==> src/rtl/expr_verify.sv <==
// ---------------------------------------------------------------------------
// expr_verify
//
// Streaming syntax checker for infix arithmetic expressions. Characters come
// in one per char_valid strobe, and frames are delimited by NUL (0x00). Each
// completed frame produces one verdict. Grammar:
//    expr := term (op term)*
//    term := number | letter | '(' expr ')'
// Spaces are ignored, except that a space ends a number.
//
// Error codes reported on err_code:
//    0 ok, 1 syntax, 2 unmatched closer, 3 nesting too deep,
//    4 number too long, 5 incomplete / empty frame, 6 bracket type clash
//
// Optional feature macro: EXPR_VERIFY_MULTI_BRACKET_EN
//    When defined, '[' ']' '{' '}' are brackets as well, and a small type
//    stack checks that every closer matches its opener (code 6 otherwise).
//    When undefined, those characters are illegal and no stack is built.
//
// Parameters:
//    MAX_DEPTH   maximum bracket nesting depth (1..255)
//    MAX_DIGITS  maximum digits in one numeric literal (1..15)
//    CNT_W       width of the valid/invalid frame counters
//
// Ports:
//    clk             system clock, rising edge
//    rst             asynchronous active-low reset
//    ascii_char      character code, sampled when char_valid = 1
//    char_valid      one-cycle qualifier, back-to-back allowed
//    sequence_valid  verdict of the last completed frame (err_code == 0)
//    output_strobe   one-cycle pulse when the verdict is updated
//    err_code        reason for the last verdict
//    depth           current bracket nesting depth (debug)
//    ok_cnt          number of valid frames, wraps
//    bad_cnt         number of invalid frames, wraps
// ---------------------------------------------------------------------------
module expr_verify #(
    parameter int MAX_DEPTH  = 8,
    parameter int MAX_DIGITS = 4,
    parameter int CNT_W      = 8
) (
    input  logic             clk,
    input  logic             rst,
    input  logic [7:0]       ascii_char,
    input  logic             char_valid,
    output logic             sequence_valid,
    output logic             output_strobe,
    output logic [2:0]       err_code,
    output logic [7:0]       depth,
    output logic [CNT_W-1:0] ok_cnt,
    output logic [CNT_W-1:0] bad_cnt
);

    localparam logic [2:0] CODE_OK         = 3'd0;
    localparam logic [2:0] CODE_SYNTAX     = 3'd1;
    localparam logic [2:0] CODE_UNDERFLOW  = 3'd2;
    localparam logic [2:0] CODE_TOO_DEEP   = 3'd3;
    localparam logic [2:0] CODE_LONG_NUM   = 3'd4;
    localparam logic [2:0] CODE_INCOMPLETE = 3'd5;
    localparam logic [2:0] CODE_BAD_PAIR   = 3'd6;

    localparam logic [7:0] DEPTH_LIMIT = 8'(MAX_DEPTH);
    localparam logic [3:0] DIGIT_LIMIT = 4'(MAX_DIGITS);

    typedef enum logic [2:0] {
        IDLE,
        EXP_OPND,
        IN_NUM,
        EXP_OP,
        ERROR,
        DONE
    } state_t;

    state_t           state_q, state_d;
    logic [7:0]       depth_q, depth_d;
    logic [3:0]       digits_q, digits_d;
    logic [2:0]       code_q, code_d;
    logic             strobe_q;
    logic             valid_q;
    logic [2:0]       verdict_q;
    logic [CNT_W-1:0] okCnt_q;
    logic [CNT_W-1:0] badCnt_q;

    logic isNul, isDigit, isLetter, isOp, isSpace, isOpen, isClose;
    logic typeMismatch;

    // Character classification. Anything not matched by one of these flags
    // (and not a space) is illegal and leads to a syntax error.
    always_comb begin
        isNul    = (ascii_char == 8'h00);
        isDigit  = (ascii_char >= 8'h30) && (ascii_char <= 8'h39);
        isLetter = ((ascii_char >= 8'h41) && (ascii_char <= 8'h5A)) ||
                   ((ascii_char >= 8'h61) && (ascii_char <= 8'h7A));
        isOp     = (ascii_char == 8'h2B) || (ascii_char == 8'h2D) ||
                   (ascii_char == 8'h2A) || (ascii_char == 8'h2F);
        isSpace  = (ascii_char == 8'h20);
        isOpen   = (ascii_char == 8'h28);
        isClose  = (ascii_char == 8'h29);
`ifdef EXPR_VERIFY_MULTI_BRACKET_EN
        isOpen   = isOpen  || (ascii_char == 8'h5B) || (ascii_char == 8'h7B);
        isClose  = isClose || (ascii_char == 8'h5D) || (ascii_char == 8'h7D);
`endif
    end

`ifdef EXPR_VERIFY_MULTI_BRACKET_EN
    // Type stack: one 2-bit entry per open bracket (0 round, 1 square,
    // 2 curly). The entry at depth-1 is the innermost open bracket.
    localparam int IDX_W = (MAX_DEPTH > 1) ? $clog2(MAX_DEPTH) : 1;

    logic [1:0]       stack_q [MAX_DEPTH];
    logic [1:0]       openType, closeType;
    logic [IDX_W-1:0] pushIdx, topIdx;
    logic             push;

    always_comb begin
        openType  = 2'd0;
        closeType = 2'd0;
        if (ascii_char == 8'h5B) openType  = 2'd1;
        if (ascii_char == 8'h7B) openType  = 2'd2;
        if (ascii_char == 8'h5D) closeType = 2'd1;
        if (ascii_char == 8'h7D) closeType = 2'd2;
    end

    assign pushIdx      = IDX_W'(depth_q);
    assign topIdx       = IDX_W'(depth_q - 8'd1);
    assign typeMismatch = (stack_q[topIdx] != closeType);

    // The stack needs no reset: an entry is only read after it was pushed
    // in the current frame, since depth restarts at zero every frame.
    always_ff @(posedge clk) begin
        if (push) begin
            stack_q[pushIdx] <= openType;
        end
    end
`else
    assign typeMismatch = 1'b0;
`endif

    // Next-state logic. IN_NUM and EXP_OP share one branch because any
    // non-digit inside a number is treated exactly as if the number had
    // already ended. The first error code is latched in code_q and carried
    // through ERROR into DONE.
    always_comb begin
        state_d  = state_q;
        depth_d  = depth_q;
        digits_d = digits_q;
        code_d   = code_q;
`ifdef EXPR_VERIFY_MULTI_BRACKET_EN
        push     = 1'b0;
`endif
        case (state_q)
            IDLE: begin
                if (char_valid && isNul) begin
                    state_d = EXP_OPND;
                    code_d  = CODE_OK;
                end
            end

            EXP_OPND: begin
                if (char_valid) begin
                    if (isDigit) begin
                        state_d  = IN_NUM;
                        digits_d = 4'd1;
                    end else if (isLetter) begin
                        state_d = EXP_OP;
                    end else if (isOpen) begin
                        if (depth_q == DEPTH_LIMIT) begin
                            state_d = ERROR;
                            code_d  = CODE_TOO_DEEP;
                        end else begin
                            depth_d = depth_q + 8'd1;
`ifdef EXPR_VERIFY_MULTI_BRACKET_EN
                            push    = 1'b1;
`endif
                        end
                    end else if (isNul) begin
                        state_d = DONE;
                        code_d  = CODE_INCOMPLETE;
                    end else if (!isSpace) begin
                        state_d = ERROR;
                        code_d  = CODE_SYNTAX;
                    end
                end
            end

            IN_NUM, EXP_OP: begin
                if (char_valid) begin
                    if ((state_q == IN_NUM) && isDigit) begin
                        if (digits_q == DIGIT_LIMIT) begin
                            state_d = ERROR;
                            code_d  = CODE_LONG_NUM;
                        end else begin
                            digits_d = digits_q + 4'd1;
                        end
                    end else begin
                        state_d  = EXP_OP;
                        digits_d = 4'd0;
                        if (isOp) begin
                            state_d = EXP_OPND;
                        end else if (isClose) begin
                            if (depth_q == 8'd0) begin
                                state_d = ERROR;
                                code_d  = CODE_UNDERFLOW;
                            end else if (typeMismatch) begin
                                state_d = ERROR;
                                code_d  = CODE_BAD_PAIR;
                            end else begin
                                depth_d = depth_q - 8'd1;
                            end
                        end else if (isNul) begin
                            state_d = DONE;
                            code_d  = (depth_q == 8'd0) ? CODE_OK : CODE_INCOMPLETE;
                        end else if (!isSpace) begin
                            state_d = ERROR;
                            code_d  = CODE_SYNTAX;
                        end
                    end
                end
            end

            ERROR: begin
                if (char_valid && isNul) begin
                    state_d = DONE;
                end
            end

            DONE: begin
                // A character arriving here is handled as in IDLE, so a NUL
                // immediately opens the next frame.
                depth_d  = 8'd0;
                digits_d = 4'd0;
                state_d  = IDLE;
                if (char_valid && isNul) begin
                    state_d = EXP_OPND;
                    code_d  = CODE_OK;
                end
            end

            default: begin
                state_d = IDLE;
            end
        endcase
    end

    // State and verdict registers. The verdict, strobe and counters update
    // on the edge that leaves DONE, so the strobe appears one cycle after
    // the edge that accepted the closing NUL.
    always_ff @(posedge clk or negedge rst) begin
        if (!rst) begin
            state_q   <= IDLE;
            depth_q   <= 8'd0;
            digits_q  <= 4'd0;
            code_q    <= CODE_OK;
            strobe_q  <= 1'b0;
            valid_q   <= 1'b0;
            verdict_q <= CODE_OK;
            okCnt_q   <= '0;
            badCnt_q  <= '0;
        end else begin
            state_q  <= state_d;
            depth_q  <= depth_d;
            digits_q <= digits_d;
            code_q   <= code_d;
            strobe_q <= (state_q == DONE);
            if (state_q == DONE) begin
                valid_q   <= (code_q == CODE_OK);
                verdict_q <= code_q;
                if (code_q == CODE_OK) begin
                    okCnt_q <= okCnt_q + CNT_W'(1);
                end else begin
                    badCnt_q <= badCnt_q + CNT_W'(1);
                end
            end
        end
    end

    assign sequence_valid = valid_q;
    assign output_strobe  = strobe_q;
    assign err_code       = verdict_q;
    assign depth          = depth_q;
    assign ok_cnt         = okCnt_q;
    assign bad_cnt        = badCnt_q;

endmodule

==> config.mk <==
export PLATFORM = sky130hd
export DESIGN_NAME = expr_verify
export DESIGN_NICKNAME = d
export VERILOG_FILES = /design/src/rtl/expr_verify.sv
export SDC_FILE = /design/constraint.sdc
export NUM_CORES = 1
export LEC_CHECK = 0
export ABC_AREA = 1
export CORE_ASPECT_RATIO = 0.75
export CORE_MARGIN = 2
export CORE_UTILIZATION = 55
export CTS_BUF_LIST = sky130_fd_sc_hd__clkbuf_4 sky130_fd_sc_hd__clkbuf_8 sky130_fd_sc_hd__clkbuf_16
export CTS_CLUSTER_DIAMETER = 120
export DETAILED_ROUTE_END_ITERATION = 16
export GPL_ROUTABILITY_DRIVEN = 1
export PLACE_DENSITY = 0.79
export SYNTH_ARGS = -nofsm -noshare
export SYNTH_HDL_FRONTEND = slang
export SYNTH_SLANG_ARGS = --single-unit
==> constraint.sdc <==
create_clock -name clk -period 2.4 [get_ports clk]
set_input_delay 0.36 -clock clk [delete_from_list [all_inputs] [get_ports clk]]
set_output_delay 0.36 -clock clk [all_outputs]
set_load 0.005 [all_outputs]
==> summary.txt <==
Outcome
  – Status: finished with violations
  – Failing checks: design-rule violations

Job
  – # Max-Cap Violations: 0

STA
  – WHS: 0.173 ns
  – Slew HR: 41.6%
  – Unrepaired setup endpoints after global routing: no
  – Min cycle time layout: 2.13 ns
  – Worst-Margin Slew: 0.876 ns
  – Setup violators final: 0
  – Slew Viols, Final: 0
  – Final Hold Viols: 0
  – Maximum clock rate: 470 MHz
  – Worst Clk Skew: 0.00680 ns
  – TNS Setup: 0 ns
  – Period utilisation layout: 88.7%

Place
  – Post-Place Cells: 473
  – I/O Buffers: 39
  – Routability-driven placement congestion ratio: 0.866
  – Post-DP HPWL: 4400 microns

GRT
  – Routing usage on met2: 34.5%
  – Gr busiest metal: met2
  – Vias in the first global route: 2,327
  – Total grt overflow: 0
  – Grt met3 use: 4.90%
  – GR Util met1: 30.9%
  – Global-route usage over all layers: 22.3%
  – Largest net degree at the start of global routing: 40
  – First-pass GRT wire length: 10,000 microns
  – Initial antenna violation count: 0

Finish
  – Util after Layout: 68.2%
  – Area growth syn-to-layout: 20.6%
  – Post-route insts no fill: 481
  – Fill cell count: 403
  – Layout Nets: 442
  – Proportion of layout cells with a drive suffix above 1: 12.1%
  – Antenna diodes: 0

Die
  – Die height: 65.3 microns
  – Full die area: 5600 sq um
  – Die X: 85.7 microns
  – # rows: 22
  – Starting Density: 56.6%
  – Core footprint: 4870 sq um
  – # IOs: 40

Critical path
  – Kind of critical path: register to register
  – Startpoint types: register
  – CP arrival: 2.36 ns
  – Worst-path fanout max: 15
  – Required @ worst endpoint: 2.63 ns
  – CP endpoint kind: register

Min path
  – HP Class: input pin to asynchronous set/reset pin

Yosys
  – Unique masters post-synth: 32
  – Simple-gate portion of the synthesized area: 37.3%
  – FF+latch count, synth: 39
  – Synthesized instance count: 375
  – Compound-gate portion of the synthesized area: 7.94%
  – Post-synthesis mux area share: 0.409%
  – Post-synthesis xor/xnor area fraction: 6.04%
  – Mapped Area: 2760 sq um
  – Yosys warns: 0
  – Main combinational cell family by area after synthesis: simple AND/OR/NAND/NOR gates
  – Sequential fraction of the synthesis area: 35.4%
  – Post-Syn Nets: 397
  – Adder-cell area share of the yosys netlist: 5.27%
  – Average cell area after synthesis: 7.35 sq um

Clock network
  – Post-cts sizing count: 0
  – Clock slew at reported path FFs: 0.08 ns
  – Root Driver: clkbuf_8
  – Hold-fix buffers, CTS: 0
  – Clock Sinks: 39
  – Number of buffers added for setup after CTS: 0
  – TritonCTS clock tree: yes
  – Clock tree buffer depth: 2
  – Number of buffers created by CTS: 5
  – Htree depth: 2
  – Worst skew pair latency: 0.29 ns

Power
  – Static leakage: 1.70 nW
  – Peak supply drop: 0.000718 V
  – Power, Total: 3.34 mW
  – Cell area power density: 1000 nW/um^2

Detailed routing
  – Routed Antenna Nets: 0
  – Pre-antenna DRT Iters: 11
  – Routed WL: 5880 microns
  – Via density: 5.19
  – DRT iter0 DRCs: 143
  – Via count: 2,495
  – WL/cell: 12.2 microns
  – # DRC: 3
## registers in the layout, summed over array words and instances (netlist names), 3 cells and up
name	flops
bad_cnt	8
code_q	3
depth	8
digits_q	4
err_code	3
ok_cnt	8
state_q	3
## kinds of logic after synthesis
kind of cell,after synthesis
flops,39
buf+inv,51
mux,1
simple gates,219
fa+ha+maj,11
compound gates,35
xor+xnor,19
## worst max-delay path, stage by stage (launching register included)
cell and delay [ns]:
dfrtp_1 0.48, nand2_2 0.18, inv_2 0.26, ha_1 0.33
a21oi_1 0.30, o21a_1 0.18, nand2_1 0.05, nand2_1 0.05
nand3_1 0.08, o21ai_2 0.14
## stage by stage
stage / worst slack, ns / cell area [sq um]
CTS: 0.303 / 3320
detailed placement: 0.315 / 3210
global placement: 0.336 / 3210
floorplan: 0.461 / 2760
finish: 0.271 / 3320
global route: 0.112 / 3320
## layout by cell type, fill, tap and decap left out
| cell | count |
|---|---|
| nand2_1 | 102 |
| nor2_1 | 45 |
| inv_1 | 42 |
| dfrtp_1 | 39 |
| clkdlybuf4s50_1 | 38 |
| nand3_1 | 36 |
| o21ai_0 | 17 |
| xor2_1 | 11 |
| nand4_1 | 10 |
| ha_1 | 10 |
| o21ai_2 | 9 |
| xnor2_1 | 8 |
| clkbuf_8 | 6 |
| inv_2 | 5 |
| nand3_2 | 5 |
| a21oi_1 | 5 |
| nand2_2 | 4 |
| nor2_4 | 4 |
| nor2_2 | 4 |
| buf_4 | 3 |
| nand2_4 | 2 |
| nor3_2 | 2 |
| or2_2 | 2 |
| or2_1 | 1 |
| mux2_2 | 1 |
| nor2_8 | 1 |
| o211ai_1 | 1 |
| nand3b_1 | 1 |
| o21a_1 | 1 |
| o2111ai_1 | 1 |
| o22ai_1 | 1 |
| fa_1 | 1 |
| bufinv_16 | 1 |
| clkinv_2 | 1 |
| buf_2 | 1 |
## cells in the mapped netlist
library cell	number	area share [%]
a21oi_1	5	0.91
buf_4	1	0.27
buf_6	2	0.82
clkbuf_1	1	0.14
dfrtp_1	39	35
fa_1	1	0.73
ha_1	10	4.5
inv_1	42	5.7
inv_2	5	0.68
mux2_2	1	0.41
nand2_1	102	14
nand2_2	4	0.91
nand2_4	2	0.82
nand3_1	36	6.5
nand3_2	5	1.8
nand3b_1	1	0.27
nand4_1	10	2.3
nor2_1	45	6.1
nor2_2	4	0.91
nor2_4	4	1.6
nor2_8	1	0.73
nor3_2	2	0.73
o2111ai_1	1	0.32
o211ai_1	1	0.27
o21a_1	1	0.27
o21ai_0	17	3.1
o21ai_2	9	2.9
o22ai_1	1	0.23
or2_1	1	0.23
or2_2	2	0.45
xnor2_1	8	2.5
xor2_1	11	3.5
## where the power goes
part | leakage, nW | switching (mW) | internal (mW)
clock | 0.0612 | 0.236 | 0.336
combinational | 1.12 | 1.03 | 0.729
sequential | 0.519 | 0.187 | 0.818
## worst paths after layout
path	startpoint	endpoint	slack [ns]	cells after the start
worst max register to register	state_q[1]$_DFFE_PN0P_	depth[7]$_DFFE_PN0P_	0.27	9
worst min register to register	code_q[1]$_DFFE_PN0P_	code_q[1]$_DFFE_PN0P_	0.48	2
max in group asynchronous	rst	digits_q[2]$_DFFE_PN0P_	1.67	1
worst min-delay path	rst	depth[4]$_DFFE_PN0P_	0.17	1
worst max-delay path	state_q[1]$_DFFE_PN0P_	depth[7]$_DFFE_PN0P_	0.27	9
min in group clk	code_q[1]$_DFFE_PN0P_	code_q[1]$_DFFE_PN0P_	0.48	2
## routing by layer
metal	wire length, microns	up-vias
met1	2850	1134
met3	330	7
li1	-	1288
met5	0	-
met2	2630	66
met4	59	0
## final cells by class
cell class	instances	area, sq um	area share, %
inverter	47	176	5.31
timing repair buffer	42	408	12.3
tap	60	75.1	2.26
multi-input combinational	285	1570	47.3
clock inverter	2	35.0	1.05
clock buffer	6	82.6	2.48
sequential	39	976	29.4
Power figures use the tool's default switching activity.
